File: config.mk
export PLATFORM = sky130hd
export DESIGN_NAME = dac_hpf_multi_flat
export DESIGN_NICKNAME = d
export VERILOG_FILES = /design/src/rtl/dac_hpf_multi_if.sv /design/src/rtl/dac_hpf_multi.sv /design/src/flat_wrapper.sv
export SDC_FILE = /design/constraint.sdc
export NUM_CORES = 2
export LEC_CHECK = 0
export ABC_CLOCK_PERIOD_IN_PS = 35100
export BUFFER_PORTS_ARGS = -buffer_cell sky130_fd_sc_hd__buf_4
export CAP_MARGIN = 40
export CORE_MARGIN = 2
export CORE_UTILIZATION = 51
export CTS_BUF_LIST = sky130_fd_sc_hd__clkbuf_8
export DETAILED_ROUTE_END_ITERATION = 8
export GPL_TIMING_DRIVEN = 0
export PLACE_DENSITY = 0.67
export SLEW_MARGIN = 10
export SYNTH_ARGS = -nofsm -noshare
export SYNTH_HDL_FRONTEND = slang
export SYNTH_SLANG_ARGS = --single-unit
File: constraint.sdc
create_clock -name dataclk -period 35.1 [get_ports dataclk]
set_input_delay 1.755 -clock dataclk [delete_from_list [all_inputs] [get_ports dataclk]]
set_output_delay 1.755 -clock dataclk [all_outputs]
set_load 0.01 [all_outputs]
File: src/rtl/dac_hpf_multi_if.sv
// dac_hpf_multi_if: sample, control and result signals of the multi-channel DAC high-pass filter
interface dac_hpf_multi_if #(
  parameter int CH_WIDTH = 3,
  parameter int DATA_WIDTH = 16,
  parameter int COEF_WIDTH = 16
);
  logic hpf_en;
  logic [COEF_WIDTH-1:0] coef;
  logic clear_req;
  logic clear_busy;
  logic in_valid;
  logic in_ready;
  logic [CH_WIDTH-1:0] in_channel;
  logic signed [DATA_WIDTH-1:0] in_data;
  logic out_valid;
  logic [CH_WIDTH-1:0] out_channel;
  logic signed [DATA_WIDTH-1:0] out_data;
  logic sat_flag;
  modport master (
    output hpf_en, coef, clear_req, in_valid, in_channel, in_data,
    input  clear_busy, in_ready, out_valid, out_channel, out_data, sat_flag
  );
  modport slave (
    input  hpf_en, coef, clear_req, in_valid, in_channel, in_data,
    output clear_busy, in_ready, out_valid, out_channel, out_data, sat_flag
  );
endinterface

File: src/rtl/dac_hpf_multi.sv
// dac_hpf_multi: time-multiplexed first-order IIR high-pass filter with per-channel state and clear sequencer.
// Define HPF_SAT_EN to clamp the filtered output (and report it on sat_flag) instead of wrapping.
module dac_hpf_multi #(
  parameter int NUM_CHANNELS = 8,
  parameter int CH_WIDTH = 3,
  parameter int DATA_WIDTH = 16,
  parameter int COEF_WIDTH = 16
) (
  input logic dataclk,
  input logic reset,
  dac_hpf_multi_if.slave bus
);
  localparam int F = COEF_WIDTH;
  localparam int SW = DATA_WIDTH + F + 1;
  typedef enum logic {IDLE, CLEAR} state_t;
  state_t state_q, state_d;
  logic [CH_WIDTH-1:0] cnt_q, cnt_d;
  logic signed [SW-1:0] st_q [NUM_CHANNELS];
  logic signed [SW-1:0] st_d [NUM_CHANNELS];
  logic pv_q, pv_d, pen_q, pen_d;
  logic [CH_WIDTH-1:0] pch_q, pch_d;
  logic [COEF_WIDTH-1:0] pcoef_q, pcoef_d;
  logic signed [DATA_WIDTH-1:0] px_q, px_d;
  logic signed [DATA_WIDTH:0] pe_q, pe_d;
  logic signed [SW-1:0] ps_q, ps_d;
  logic out_valid_q, out_valid_d, sat_q, sat_d;
  logic [CH_WIDTH-1:0] out_channel_q, out_channel_d;
  logic signed [DATA_WIDTH-1:0] out_data_q, out_data_d;
  logic accept, last, wr;
  logic signed [SW-1:0] s_cur, s_next;
  logic signed [DATA_WIDTH-1:0] y_filt;
  always_ff @(posedge dataclk or posedge reset)
    if (reset) begin
      state_q <= IDLE;
      cnt_q <= '0;
    end else begin
      state_q <= state_d;
      cnt_q <= cnt_d;
    end
  always_comb begin
    last = cnt_q == CH_WIDTH'(NUM_CHANNELS - 1);
    state_d = state_q == IDLE ? (bus.clear_req ? CLEAR : IDLE) : (last ? IDLE : CLEAR);
    cnt_d = state_q == CLEAR && !last ? cnt_q + 1'b1 : '0;
  end
  always_comb begin
    bus.clear_busy = state_q == CLEAR;
    bus.in_ready = state_q == IDLE;
    bus.out_valid = out_valid_q;
    bus.out_channel = out_channel_q;
    bus.out_data = out_data_q;
    bus.sat_flag = sat_q;
  end
  // A pending write-back is forwarded so back-to-back samples on one channel see the fresh state.
  always_comb begin
    accept = bus.in_valid && bus.in_ready;
    s_next = ps_q + SW'(pe_q) * SW'($signed({1'b0, pcoef_q}));
    wr = pv_q && !(state_q == CLEAR && pch_q <= cnt_q);
    s_cur = wr && pch_q == bus.in_channel ? s_next : st_q[bus.in_channel];
    pv_d = accept && 32'(bus.in_channel) < NUM_CHANNELS;
    pe_d = {bus.in_data[DATA_WIDTH-1], bus.in_data} - s_cur[SW-1:F];
    ps_d = s_cur;
    pch_d = bus.in_channel;
    pcoef_d = bus.coef;
    px_d = bus.in_data;
    pen_d = bus.hpf_en;
  end
  always_comb begin
    st_d = st_q;
    if (wr) st_d[pch_q] = s_next;
    if (state_q == CLEAR) st_d[cnt_q] = '0;
  end
  always_comb begin
`ifdef HPF_SAT_EN
    y_filt = pe_q[DATA_WIDTH] != pe_q[DATA_WIDTH-1]
      ? {pe_q[DATA_WIDTH], {(DATA_WIDTH-1){~pe_q[DATA_WIDTH]}}} : pe_q[DATA_WIDTH-1:0];
    sat_d = pv_q && pen_q && pe_q[DATA_WIDTH] != pe_q[DATA_WIDTH-1];
`else
    y_filt = pe_q[DATA_WIDTH-1:0];
    sat_d = 1'b0;
`endif
    out_valid_d = pv_q;
    out_channel_d = pch_q;
    out_data_d = pen_q ? y_filt : px_q;
  end
  always_ff @(posedge dataclk or posedge reset)
    if (reset) begin
      for (int i = 0; i < NUM_CHANNELS; i++) st_q[i] <= '0;
      pv_q <= 1'b0;
      pen_q <= 1'b0;
      pch_q <= '0;
      pcoef_q <= '0;
      px_q <= '0;
      pe_q <= '0;
      ps_q <= '0;
      out_valid_q <= 1'b0;
      out_channel_q <= '0;
      out_data_q <= '0;
      sat_q <= 1'b0;
    end else begin
      st_q <= st_d;
      pv_q <= pv_d;
      pen_q <= pen_d;
      pch_q <= pch_d;
      pcoef_q <= pcoef_d;
      px_q <= px_d;
      pe_q <= pe_d;
      ps_q <= ps_d;
      out_valid_q <= out_valid_d;
      out_channel_q <= out_channel_d;
      out_data_q <= out_data_d;
      sat_q <= sat_d;
    end
endmodule
File: src/flat_wrapper.sv
// flat-port wrapper written by rule: the top's interface ports become plain ports
module dac_hpf_multi_flat 
#(
  parameter int NUM_CHANNELS = 8,
  parameter int CH_WIDTH = 3,
  parameter int DATA_WIDTH = 16,
  parameter int COEF_WIDTH = 16
)
  (dataclk, reset, bus_hpf_en, bus_coef, bus_clear_req, bus_in_valid, bus_in_channel, bus_in_data, bus_clear_busy, bus_in_ready, bus_out_valid, bus_out_channel, bus_out_data, bus_sat_flag);
  dac_hpf_multi_if #(.CH_WIDTH(CH_WIDTH), .DATA_WIDTH(DATA_WIDTH), .COEF_WIDTH(COEF_WIDTH)) bus_i ();
  input logic dataclk;
  input logic reset;
  input wire logic [$bits(bus_i.hpf_en)-1:0] bus_hpf_en;
  input wire logic [$bits(bus_i.coef)-1:0] bus_coef;
  input wire logic [$bits(bus_i.clear_req)-1:0] bus_clear_req;
  input wire logic [$bits(bus_i.in_valid)-1:0] bus_in_valid;
  input wire logic [$bits(bus_i.in_channel)-1:0] bus_in_channel;
  input wire logic [$bits(bus_i.in_data)-1:0] bus_in_data;
  output wire logic [$bits(bus_i.clear_busy)-1:0] bus_clear_busy;
  output wire logic [$bits(bus_i.in_ready)-1:0] bus_in_ready;
  output wire logic [$bits(bus_i.out_valid)-1:0] bus_out_valid;
  output wire logic [$bits(bus_i.out_channel)-1:0] bus_out_channel;
  output wire logic [$bits(bus_i.out_data)-1:0] bus_out_data;
  output wire logic [$bits(bus_i.sat_flag)-1:0] bus_sat_flag;
  assign bus_i.hpf_en = bus_hpf_en;
  assign bus_i.coef = bus_coef;
  assign bus_i.clear_req = bus_clear_req;
  assign bus_i.in_valid = bus_in_valid;
  assign bus_i.in_channel = bus_in_channel;
  assign bus_i.in_data = bus_in_data;
  assign bus_clear_busy = bus_i.clear_busy;
  assign bus_in_ready = bus_i.in_ready;
  assign bus_out_valid = bus_i.out_valid;
  assign bus_out_channel = bus_i.out_channel;
  assign bus_out_data = bus_i.out_data;
  assign bus_sat_flag = bus_i.sat_flag;
  dac_hpf_multi #(.NUM_CHANNELS(NUM_CHANNELS), .CH_WIDTH(CH_WIDTH), .DATA_WIDTH(DATA_WIDTH), .COEF_WIDTH(COEF_WIDTH)) u_core (.dataclk(dataclk), .reset(reset), .bus(bus_i));
endmodule
==> impl_metrics.sql <==
INSERT INTO impl_metrics (metric_group, metric, value, unit) VALUES
('floorplanning', 'starting_density', '0.517', ''),
('layout', 'area_delta_synth_final', '10.7', '%'),
('layout', 'nNetsFinal', '3574', ''),
('setup_path', 'worst-endpoint-arrival', '10560', 'ps'),
('layout', 'most-common-layout-cells', 'sky130_fd_sc_hd__nand2_1 (628), sky130_fd_sc_hd__inv_1 (470), sky130_fd_sc_hd__dfrtp_1 (375)', ''),
('timing', 'finClkSkew', '28.2', 'ps'),
('yosys', 'asyncSetResetFlopFracSynth', '1.00', ''),
('yosys', 'post_synth_num_cell_types', '71', ''),
('setup_path', 'worst_setup_path_end_kind', 'flop', ''),
('timing', 'finalMaxSlewViolations', '0', ''),
('route', 'via_count', '21100', ''),
('setup_path', 'reg2reg_to', 'u_core.pe_q[16]', ''),
('global_routing', 'grt_start_max_net_pins', '124', ''),
('global_routing', 'global_route.overflow_total', '0', ''),
('clock_tree', 'clkSlewWorstSetupHoldPaths', '60', 'ps'),
('clock_tree', 'cts.sinks', '375', ''),
('clock_tree', 'cts_htree_levels', '3', ''),
('global_routing', 'grt_first_pass_wirelength', '124000', 'um'),
('global_routing', 'first_global_vias', '22600', ''),
('min_path', 'worst_hold_start', 'u_core.px_q[5]', ''),
('status', 'run_status', 'finished clean', ''),
('layout', 'fillCellCount', '4867', ''),
('clock_tree', 'root_buffer', 'sky130_fd_sc_hd__clkbuf_8', ''),
('route', 'route.final.wire_length', '76500', 'um'),
('timing', 'hold_viol_final', '0', ''),
('setup_path', 'worst-path-max-fanout', '10', ''),
('layout', 'mostFrequentLayoutCell', 'sky130_fd_sc_hd__nand2_1', ''),
('floorplanning', 'core_region_area', '55100', 'sq um'),
('setup_path', 'worstReg2RegStart', 'u_core.pcoef_q[8]', ''),
('yosys', 'synth_area_per_cell', '9.59', 'sq um'),
('clock_tree', 'count_of_cells_resized_by_post_cts_repair', '0', ''),
('yosys', 'synth-seq-area-share', '0.330', ''),
('setup_path', 'worst_r2r_path_depth', '35', ''),
('timing', 'fin_tns_setup', '0', 'ps'),
('layout', 'finalInstanceArea', '31500', 'sq um'),
('timing', 'rsz0062_at_grt', 'false', ''),
('clock_tree', 'postCtsSetupRepairBufs', '0', ''),
('layout', 'fin_util', '0.572', ''),
('floorplanning', 'dieWidth', '240', 'um'),
('floorplanning', 'pin_count', '63', ''),
('route', 'detail_route.wl_per_cell', '19.5', 'um'),
('layout', 'total_area_of_multi_input_combinational_cells', '16800', 'sq um'),
('route', 'final_antenna_net_count', '0', ''),
('yosys', 'syn-cell-area', '28500', 'sq um'),
('min_path', 'timing.hold.worst_endpoint', 'u_core.bus.out_data[5]', ''),
('placed_design', 'dpl.hpwl', '60700', 'um'),
('layout', 'sequential_cell_area', '9380', 'sq um'),
('route', 'firstDrtPassIters', '6', ''),
('placed_design', 'port_buffers', '61', ''),
('clock_tree', 'cts_max_path_buffers', '3', ''),
('placed_design', 'gp_congestion', '0.909', ''),
('route', 'post-route-drc-count', '0', ''),
('global_routing', 'grt_usage', '0.281', ''),
('yosys', 'synthesis.instances', '2967', ''),
('yosys', 'synth.ff_latch_count', '375', ''),
('clock_tree', 'cts.hold.buffers_added', '0', ''),
('setup_path', 'r2r_setup_slack', '25040', 'ps'),
('floorplanning', 'fp.dieH', '240', 'um'),
('timing', 'worstMarginPinSlew', '971', 'ps'),
('timing', 'maxClockFrequency', '99.4', 'MHz'),
('global_routing', 'antenna_violations_before_repair', '2', ''),
('min_path', 'holdPathStages', '1', ''),
('layout', 'post_route_cells_drive_above_1_share', '0.0916', ''),
('yosys', 'synth_top_flop_cell', 'sky130_fd_sc_hd__dfrtp_1', ''),
('timing', 'number_of_setup_violations_in_the_final_report', '0', ''),
('placed_design', 'dpl-instance-area', '30100', 'sq um'),
('run', 'max_cap_viol_count', '0', ''),
('min_path', 'hold_path_class', 'reg2reg', ''),
('clock_tree', 'cts-buffers-inserted', '68', ''),
('yosys', 'synth_edf_count', '0', ''),
('setup_path', 'setup_crit_path_kind', 'reg2reg', '');
==> area by class of cell <==
| type | count | share of cell area |
|---|---|---|
| clock buffers | 84 | 0.0367 |
| repair buffers | 81 | 0.0220 |
| well taps | 748 | 0.0297 |
| plain buffers | 160 | 0.0200 |
| clock inverters | 34 | 0.00806 |
| flip-flops and latches | 375 | 0.298 |
| multi-input cells | 1980 | 0.532 |
| diodes | 1 | 0.0000794 |
| inverters | 452 | 0.0541 |
==> cell usage after synthesis (28+ instances only) <==
| cell type | number | area share |
|---|---|---|
| sky130_fd_sc_hd__nor2_1 | 109 | 0.014 |
| sky130_fd_sc_hd__mux4_2 | 66 | 0.052 |
| sky130_fd_sc_hd__and2_1 | 162 | 0.036 |
| sky130_fd_sc_hd__ha_1 | 100 | 0.044 |
| sky130_fd_sc_hd__inv_1 | 450 | 0.059 |
| sky130_fd_sc_hd__a21oi_1 | 278 | 0.049 |
| sky130_fd_sc_hd__dfrtp_1 | 375 | 0.33 |
| sky130_fd_sc_hd__o21ai_0 | 35 | 0.0062 |
| sky130_fd_sc_hd__fa_1 | 316 | 0.22 |
| sky130_fd_sc_hd__clkbuf_1 | 134 | 0.018 |
| sky130_fd_sc_hd__mux2i_1 | 28 | 0.0098 |
| sky130_fd_sc_hd__xnor2_1 | 41 | 0.013 |
| sky130_fd_sc_hd__nand2_1 | 628 | 0.083 |
==> registers in the layout, summed over array words and instances (netlist names), 3 cells and up <==
name / cells
u_core.bus.out_data: 16
u_core.cnt_q: 3
u_core.pcoef_q: 16
u_core.out_channel_d: 3
u_core.px_q: 16
u_core.ps_q: 33
u_core.pe_q: 17
u_core.st_q: 264
u_core.bus.out_channel: 3
==> layer usage <==
| layer | track usage | wire (um) | share of wire |
|---|---|---|---|
| met1 | 0.370 | 31200 | 0.41 |
| met2 | 0.470 | 37300 | 0.49 |
| met3 | 0.0464 | 4980 | 0.065 |
| met4 | 0.107 | 3020 | 0.039 |
| met5 | 0 | 18 | 0.00024 |
==> worst max path at each step <==
| stage | from | end | slack [ps] |
|---|---|---|---|
| after floorplan | reset | u_core.bus.clear_busy | 22930 |
| after global placement | reset | u_core.st_q[163] | 18980 |
| after detailed placement | u_core.pe_q[5] | u_core.pe_q[16] | 25320 |
| after CTS | u_core.pcoef_q[8] | u_core.pe_q[16] | 25210 |
| after global routing | u_core.pcoef_q[8] | u_core.pe_q[16] | 24690 |
| final | u_core.pcoef_q[8] | u_core.pe_q[16] | 25040 |
==> worst max-delay path, delay by kind of cell (launching register included) <==
family                     cells  cell delay (ps)
DFF                            1              310
buffers and inverters          8             1440
AOI/OAI and AO/OA             13             2770
adders and majority gates      9             3960
xor gates and xnor gates       2             1010
and+or+nand+nor                3              370
==> stage by stage <==
| stage | setup slack (ps) | instances | hold slack (ps) |
|---|---|---|---|
| global placement | 18980 | 3776 | 463 |
| finish | 25040 | 3915 | 481 |
| detailed placement | 25320 | 3794 | 466 |
| CTS | 25210 | 3912 | 481 |
| floorplan | 22930 | 2967 | 359 |
| global route | 24690 | 3915 | 497 |
==> logic make-up after synthesis <==
logic type               share of synthesized area
flip-flops                                   0.330
buffers and inverters                       0.0817
AO/OA/AOI/OAI                               0.0852
multiplexers                                0.0692
other                                     0.000132
XOR/XNOR                                    0.0171
adder cells (fa/ha/maj)                      0.268
AND/OR/NAND/NOR                              0.149
Power is not shown: default switching activity piles up to over one toggle a cycle in this logic, so the estimate is an artifact.
